<file path="src/rtl/dram4164_ctrl_if.sv">
// Host-side request/acknowledge bus of the 4164 DRAM bank controller.
interface dram4164_ctrl_if;
   logic        req;
   logic        we;
   logic [15:0] addr;
   logic [7:0]  wdata;
   logic        ack;
   logic [7:0]  rdata;
   logic        busy;

   modport master (output req, we, addr, wdata, input  ack, rdata, busy);
   modport slave  (input  req, we, addr, wdata, output ack, rdata, busy);
endinterface

</file>
<file path="src/rtl/dram4164_ctrl.sv">
// Row/column strobe sequencer for an 8 x 4164 DRAM bank with RAS-only refresh.
//
// state | meaning
// IDLE  | strobes high; refresh or host request may start here
// ROW   | nras low, ma = row address
// COLA  | ma = column address, nwe set for early write
// CAS   | ncas low; read data sampled as the window closes
// REF   | RAS-only refresh of the current refresh row
// PRE   | precharge; the IDLE cycle that follows also counts as precharge
module dram4164_ctrl #(
   parameter int T_RAS_MUX    = 1,
   parameter int T_MUX_CAS    = 1,
   parameter int T_CAS        = 4,
   parameter int T_PRE        = 2,
   parameter int T_REF_RAS    = 4,
   parameter int REF_INTERVAL = 330
) (
   input  logic            clk,
   input  logic            nreset,
   dram4164_ctrl_if.slave  host,
   output logic [7:0]      ma,
   output logic            nras,
   output logic            ncas,
   output logic            nwe,
   output logic [7:0]      dout,
   input  logic [7:0]      din
);

   localparam int CW = $clog2(T_RAS_MUX + T_MUX_CAS + T_CAS + T_PRE + T_REF_RAS + 1);
   localparam int TW = (REF_INTERVAL > 1) ? $clog2(REF_INTERVAL) : 1;

   typedef enum logic [2:0] {S_IDLE, S_ROW, S_COLA, S_CAS, S_REF, S_PRE} state_t;

   // With T_PRE = 1 the IDLE decision cycle alone provides the precharge.
   localparam state_t         S_AFTER  = (T_PRE > 1) ? S_PRE : S_IDLE;
   localparam logic [CW-1:0]  LD_ROW   = CW'(T_RAS_MUX - 1);
   localparam logic [CW-1:0]  LD_COLA  = CW'(T_MUX_CAS - 1);
   localparam logic [CW-1:0]  LD_CAS   = CW'(T_CAS - 1);
   localparam logic [CW-1:0]  LD_REF   = CW'(T_REF_RAS - 1);
   localparam logic [CW-1:0]  LD_PRE   = CW'((T_PRE > 1) ? T_PRE - 2 : 0);
   localparam logic [TW-1:0]  TMR_LOAD = TW'(REF_INTERVAL - 1);

   state_t         state_q, state_d;
   logic [CW-1:0]  cnt_q, cnt_d;
   logic [TW-1:0]  tmr_q, tmr_d;
   logic           pend_q, pend_d;
   logic [7:0]     ref_row_q, ref_row_d;
   logic [7:0]     col_q, col_d;
   logic           we_q, we_d;
   logic [7:0]     ma_q, ma_d;
   logic           nras_q, nras_d;
   logic           ncas_q, ncas_d;
   logic           nwe_q, nwe_d;
   logic [7:0]     dout_q, dout_d;
   logic           ack_q, ack_d;
   logic [7:0]     rdata_q, rdata_d;
   logic           busy_q, busy_d;

   // State and registered outputs; async reset drops the strobes without a clock.
   always_ff @(posedge clk or negedge nreset) begin
      if (!nreset) begin
         state_q   <= S_IDLE;
         cnt_q     <= '0;
         tmr_q     <= TMR_LOAD;
         pend_q    <= 1'b0;
         ref_row_q <= 8'd0;
         col_q     <= 8'd0;
         we_q      <= 1'b0;
         ma_q      <= 8'd0;
         nras_q    <= 1'b1;
         ncas_q    <= 1'b1;
         nwe_q     <= 1'b1;
         dout_q    <= 8'd0;
         ack_q     <= 1'b0;
         rdata_q   <= 8'd0;
         busy_q    <= 1'b0;
      end else begin
         state_q   <= state_d;
         cnt_q     <= cnt_d;
         tmr_q     <= tmr_d;
         pend_q    <= pend_d;
         ref_row_q <= ref_row_d;
         col_q     <= col_d;
         we_q      <= we_d;
         ma_q      <= ma_d;
         nras_q    <= nras_d;
         ncas_q    <= ncas_d;
         nwe_q     <= nwe_d;
         dout_q    <= dout_d;
         ack_q     <= ack_d;
         rdata_q   <= rdata_d;
         busy_q    <= busy_d;
      end
   end

   // Next state and phase timer; refresh wins over a simultaneous request.
   always_comb begin
      state_d = state_q;
      cnt_d   = cnt_q;
      case (state_q)
         S_IDLE: begin
            if (pend_q) begin
               state_d = S_REF;
               cnt_d   = LD_REF;
            end else if (host.req) begin
               state_d = S_ROW;
               cnt_d   = LD_ROW;
            end
         end
         S_ROW: begin
            if (cnt_q == '0) begin
               state_d = S_COLA;
               cnt_d   = LD_COLA;
            end else begin
               cnt_d = cnt_q - CW'(1);
            end
         end
         S_COLA: begin
            if (cnt_q == '0) begin
               state_d = S_CAS;
               cnt_d   = LD_CAS;
            end else begin
               cnt_d = cnt_q - CW'(1);
            end
         end
         S_CAS, S_REF: begin
            if (cnt_q == '0) begin
               state_d = S_AFTER;
               cnt_d   = LD_PRE;
            end else begin
               cnt_d = cnt_q - CW'(1);
            end
         end
         S_PRE: begin
            if (cnt_q == '0) state_d = S_IDLE;
            else             cnt_d   = cnt_q - CW'(1);
         end
         default: state_d = S_IDLE;
      endcase
   end

   // Next values of strobes, address mux, data paths and the refresh timer.
   always_comb begin
      ma_d      = ma_q;
      nras_d    = nras_q;
      ncas_d    = ncas_q;
      nwe_d     = nwe_q;
      dout_d    = dout_q;
      rdata_d   = rdata_q;
      col_d     = col_q;
      we_d      = we_q;
      ref_row_d = ref_row_q;
      ack_d     = 1'b0;
      busy_d    = (state_d != S_IDLE);
      pend_d    = pend_q;
      tmr_d     = (tmr_q == '0) ? TMR_LOAD : tmr_q - TW'(1);
      case (state_q)
         S_IDLE: begin
            if (state_d == S_REF) begin
               nras_d = 1'b0;
               ma_d   = ref_row_q;
               pend_d = 1'b0;
            end else if (state_d == S_ROW) begin
               nras_d = 1'b0;
               ma_d   = host.addr[15:8];
               col_d  = host.addr[7:0];
               we_d   = host.we;
               dout_d = host.wdata;
            end
         end
         S_ROW: begin
            if (state_d == S_COLA) begin
               ma_d  = col_q;
               nwe_d = ~we_q;
            end
         end
         S_COLA: begin
            if (state_d == S_CAS) ncas_d = 1'b0;
         end
         S_CAS: begin
            if (state_d != S_CAS) begin
               nras_d = 1'b1;
               ncas_d = 1'b1;
               nwe_d  = 1'b1;
               ack_d  = 1'b1;
               if (!we_q) rdata_d = din;
            end
         end
         S_REF: begin
            if (state_d != S_REF) begin
               nras_d    = 1'b1;
               ref_row_d = ref_row_q + 8'd1;
            end
         end
         default: ;
      endcase
      // A tick that coincides with refresh entry still leaves a refresh owed.
      if (tmr_q == '0) pend_d = 1'b1;
   end

   assign ma         = ma_q;
   assign nras       = nras_q;
   assign ncas       = ncas_q;
   assign nwe        = nwe_q;
   assign dout       = dout_q;
   assign host.ack   = ack_q;
   assign host.rdata = rdata_q;
   assign host.busy  = busy_q;

endmodule

</file>
<file path="src/flat_wrapper.sv">
// flat-port wrapper written by rule: the top's interface ports become plain ports
module dram4164_ctrl_flat 
#(
   parameter int T_RAS_MUX    = 1,
   parameter int T_MUX_CAS    = 1,
   parameter int T_CAS        = 4,
   parameter int T_PRE        = 2,
   parameter int T_REF_RAS    = 4,
   parameter int REF_INTERVAL = 330
)
  (clk, nreset, ma, nras, ncas, nwe, dout, din, host_req, host_we, host_addr, host_wdata, host_ack, host_rdata, host_busy);
  dram4164_ctrl_if host_i ();
  input  logic clk;
  input  logic nreset;
  output logic [7:0] ma;
  output logic nras;
  output logic ncas;
  output logic nwe;
  output logic [7:0] dout;
  input  logic [7:0] din;
  input wire logic [$bits(host_i.req)-1:0] host_req;
  input wire logic [$bits(host_i.we)-1:0] host_we;
  input wire logic [$bits(host_i.addr)-1:0] host_addr;
  input wire logic [$bits(host_i.wdata)-1:0] host_wdata;
  output wire logic [$bits(host_i.ack)-1:0] host_ack;
  output wire logic [$bits(host_i.rdata)-1:0] host_rdata;
  output wire logic [$bits(host_i.busy)-1:0] host_busy;
  assign host_i.req = host_req;
  assign host_i.we = host_we;
  assign host_i.addr = host_addr;
  assign host_i.wdata = host_wdata;
  assign host_ack = host_i.ack;
  assign host_rdata = host_i.rdata;
  assign host_busy = host_i.busy;
  dram4164_ctrl #(.T_RAS_MUX(T_RAS_MUX), .T_MUX_CAS(T_MUX_CAS), .T_CAS(T_CAS), .T_PRE(T_PRE), .T_REF_RAS(T_REF_RAS), .REF_INTERVAL(REF_INTERVAL)) u_core (.clk(clk), .nreset(nreset), .host(host_i), .ma(ma), .nras(nras), .ncas(ncas), .nwe(nwe), .dout(dout), .din(din));
endmodule
</file>
<file path="config.mk">
export PLATFORM = sky130hd
export DESIGN_NAME = dram4164_ctrl_flat
export DESIGN_NICKNAME = d
export VERILOG_FILES = /design/src/rtl/dram4164_ctrl_if.sv /design/src/rtl/dram4164_ctrl.sv /design/src/flat_wrapper.sv
export SDC_FILE = /design/constraint.sdc
export NUM_CORES = 1
export LEC_CHECK = 0
export BUFFER_PORTS_ARGS = -buffer_cell sky130_fd_sc_hd__buf_2
export CORE_MARGIN = 5
export CORE_UTILIZATION = 50
export DETAILED_ROUTE_END_ITERATION = 8
export GPL_ROUTABILITY_DRIVEN = 0
export PLACE_DENSITY = 0.75
export SLEW_MARGIN = 20
export SYNTH_ARGS = -nofsm -noshare
export SYNTH_HDL_FRONTEND = slang
export SYNTH_SLANG_ARGS = --single-unit
</file>
<file path="constraint.sdc">
create_clock -name clk -period 2.4 [get_ports clk]
set_input_delay 0.12 -clock clk [delete_from_list [all_inputs] [get_ports clk]]
set_output_delay 0.12 -clock clk [all_outputs]
set_load 0.05 [all_outputs]
</file>
==> metrics <==
site row count=27; Worst-Margin Slew=about 0.70 ns; metal2 WL=2978 µm; Num CTS Buffers=9; leak pwr=0.001672 µW; die width=between 80 and 90 µm; first-pass GRT wire length=approximately 11000 µm; Avg Synthesized Cell Area=11.89 µm²; post-CTS sizing=0; DR WL met3=351 µm; worst-path fanout max=8; maximum clock path buffer count=2; Slew Viols, Final=0; via-per-instance ratio=~5.3; PortBufs=64; YS warnings=0; Max Cap Violations=0; fmax=457.4 MHz; CP endpoint kind=flip-flop; Seq/Total Area, Yosys=0.5442; root buf cell=clkbuf_8; # clock sinks=63; vias in the first global route=2217; setup TNS=0 ns; final worst-path cycle share=0.9109; GRT Residual Overflow=0; Slew HR=0.5276; RSZ-0062 raised after global routing=no; Gate Count Post-Synth=245; 1st-iter DRT viols=148; status=complete, no violations; count of final setup violators=0; largest net degree at the start of global routing=64; DRT antenna net count=0; clk_lat worst skew=0.34 ns; Peak supply drop=1.158 mV; CP required=2.63 ns; Hold Buf Count CTS=6; Post-CTS Setup Bufs=0; Final Skew=0.008325 ns; CTS tree=done; Crit Path Class=reg2reg; Core Region=0.005574 mm²; CP Launch Type=flip-flop; Post-synth ARST share=1.000; Cell Area, Synth=0.002913 mm²; Post-synth EDFFs=0; IO Count=65; Layout area overhead=25.60%; Antenna Cells=0; Synth Flop Type=dfrtp_1; htree depth=3; Yosys reg bits=63; Die H=between 80 and 90 µm; initial cell density of the core=0.5226; DR pass1 iterations=4; initial antenna violation count=0; Pwr Density=1443 mW/mm²; worst path arrival time=2.41 ns; met1 wire length=2834 µm; worst hold margin=0.01137 ns; GRT Total Usage=0.1842; die area=0.007452 mm²; DP HPWL=between 4000 and 5000 µm; final worst path period need=roughly 2.2 ns; Syn Nets=284; Routed wire per std cell=15.40 µm; DRC=0; Unique masters post-synth=46; Via Count=2162; top sig layer=met4; Hold Crit Class=in2reg; nets@finish=367; final WL=approximately 6200 µm; Reg clk slew, reported paths=~0.080 ns; fraction of layout cells with a size suffix above 1=0.4114; final hold vios=0
-- cell usage after synthesis, types with 2 or more instances --
master | instances | area share
a2bb2oi_1 | 2 | 0.0060
o211ai_2 | 8 | 0.034
nor3b_1 | 2 | 0.0052
dfrtp_1 | 56 | 0.48
a21oi_1 | 6 | 0.010
or4_1 | 2 | 0.0052
nand3_1 | 14 | 0.024
inv_1 | 8 | 0.010
nand3b_1 | 3 | 0.0077
nor3_1 | 6 | 0.010
mux2i_1 | 10 | 0.034
nor2_1 | 15 | 0.019
xnor2_1 | 12 | 0.036
xor2_1 | 2 | 0.0060
nor4_1 | 3 | 0.0064
dfstp_2 | 7 | 0.063
o21ai_0 | 5 | 0.0086
buf_6 | 2 | 0.0077
mux2_2 | 25 | 0.097
nand4_1 | 4 | 0.0086
ha_1 | 3 | 0.013
clkbuf_1 | 4 | 0.0052
nand2_1 | 22 | 0.028
buf_2 | 2 | 0.0034
-- sequential cells by signal (all words and copies together), names as in the netlist --
signal and cells:
u_core.we_q 1, u_core.tmr_q 9, u_core.host.ack 1, u_core.col_q 8
u_core.host.busy 1, u_core.nras 1, u_core.host.rdata 8, u_core.state_q 3
u_core.ref_row_q 8, u_core.nwe 1, u_core.pend_q 1, u_core.cnt_q 4
u_core.ncas 1, u_core.dout 8, u_core.ma 8
-- kinds of logic (layout without fill, tap and decap cells) --
group                      after synthesis  after routing  synth area share
AOI/OAI and AO/OA                       32             32           0.09966
xor gates and xnor gates                14             14           0.04210
adders and majority gates                3              3           0.01289
buffers and inverters                   16            104           0.02663
DFF                                     63             63            0.5442
muxes                                   35             35            0.1310
and+or+nand+nor                         82             82            0.1435
-- placed cells by master, fill, tap and decap left out, types with 4 or more instances in the layout --
| master | netlist | final |
|---|---|---|
| buf_2 | 2 | 64 |
| clkbuf_8 | 0 | 10 |
| a21oi_1 | 6 | 6 |
| dfrtp_1 | 56 | 56 |
| nor3_1 | 6 | 6 |
| nand2_1 | 22 | 22 |
| nand4_1 | 4 | 4 |
| mux2_2 | 25 | 25 |
| o21ai_0 | 5 | 5 |
| xnor2_1 | 12 | 12 |
| nand3_1 | 14 | 14 |
| buf_4 | 0 | 9 |
| o211ai_2 | 8 | 8 |
| mux2i_1 | 10 | 10 |
| nor2_1 | 15 | 15 |
| dlygate4sd3_1 | 0 | 6 |
| dfstp_2 | 7 | 7 |
| inv_1 | 8 | 8 |
-- power by group --
group / leakage [µW] / internal [µW] / switching, µW
clock: 0.000117 / 618 / 430
combinational: 0.000792 / 854 / 1610
sequential: 0.000763 / 1470 / 304
total: 0.00167 / 2940 / 2340
-- worst paths after layout --
check / start / to / slack (ns) / cells after the start
worst max-delay path: u_core.cnt_q[0] / u_core.host.rdata[0] / 0.21 / 6
worst min-delay path: din[2] / u_core.host.rdata[2] / 0.01 / 2
worst max register to register: u_core.cnt_q[0] / u_core.host.rdata[0] / 0.21 / 6
worst min register to register: u_core.ncas / u_core.ncas / 0.46 / 2
max in group asynchronous: nreset / u_core.tmr_q[8] / 1.76 / 3
min in group asynchronous: nreset / u_core.dout[5] / 0.33 / 3
-- metal layers --
metal  global-route usage  up-vias
met5                    0        -
met4              0.05241        0
met3              0.05513       11
met2               0.2900       54
met1               0.2474     1054
li1                     -     1043
-- stage by stage --
| stage | setup WS, ns | util | power (µW) | area [µm²] | cells |
|---|---|---|---|---|---|
| 3_5_place_dp | 0.2365 | 0.6045 | 4232 | 3369 | 383 |
| 3_3_place_gp | 0.2856 | 0.6034 | 4166 | 3363 | 383 |
| 2_1_floorplan | 0.3176 | - | 3646 | 2913 | 245 |
| 6_report | 0.2139 | 0.6563 | 5281 | 3659 | 405 |
| 4_1_cts | 0.2276 | 0.6563 | 5311 | 3659 | 405 |
| 5_1_grt | 0.06377 | 0.6563 | 5580 | 3659 | 405 |
-- worst max-delay path: stages (launching register included) --
cell and delay [ns]:
dfrtp_1 0.41, inv_1 0.07, ha_1 0.19, nor4b_1 0.39, nand3_1 0.23, nor2_2 0.40
mux2_2 0.39
-- layout make-up --
cell class	count	area [µm²]
Fill cell	442	1916
Sequential cell	63	1585
Multi-Input combinational cell	166	1256
Timing Repair Buffer	80	467.9
Clock buffer	10	137.6
Clock inverter	6	91.34
Tap cell	72	90.09
Inverter	8	30.03
Note: power is estimated with default switching activity, not from simulation.
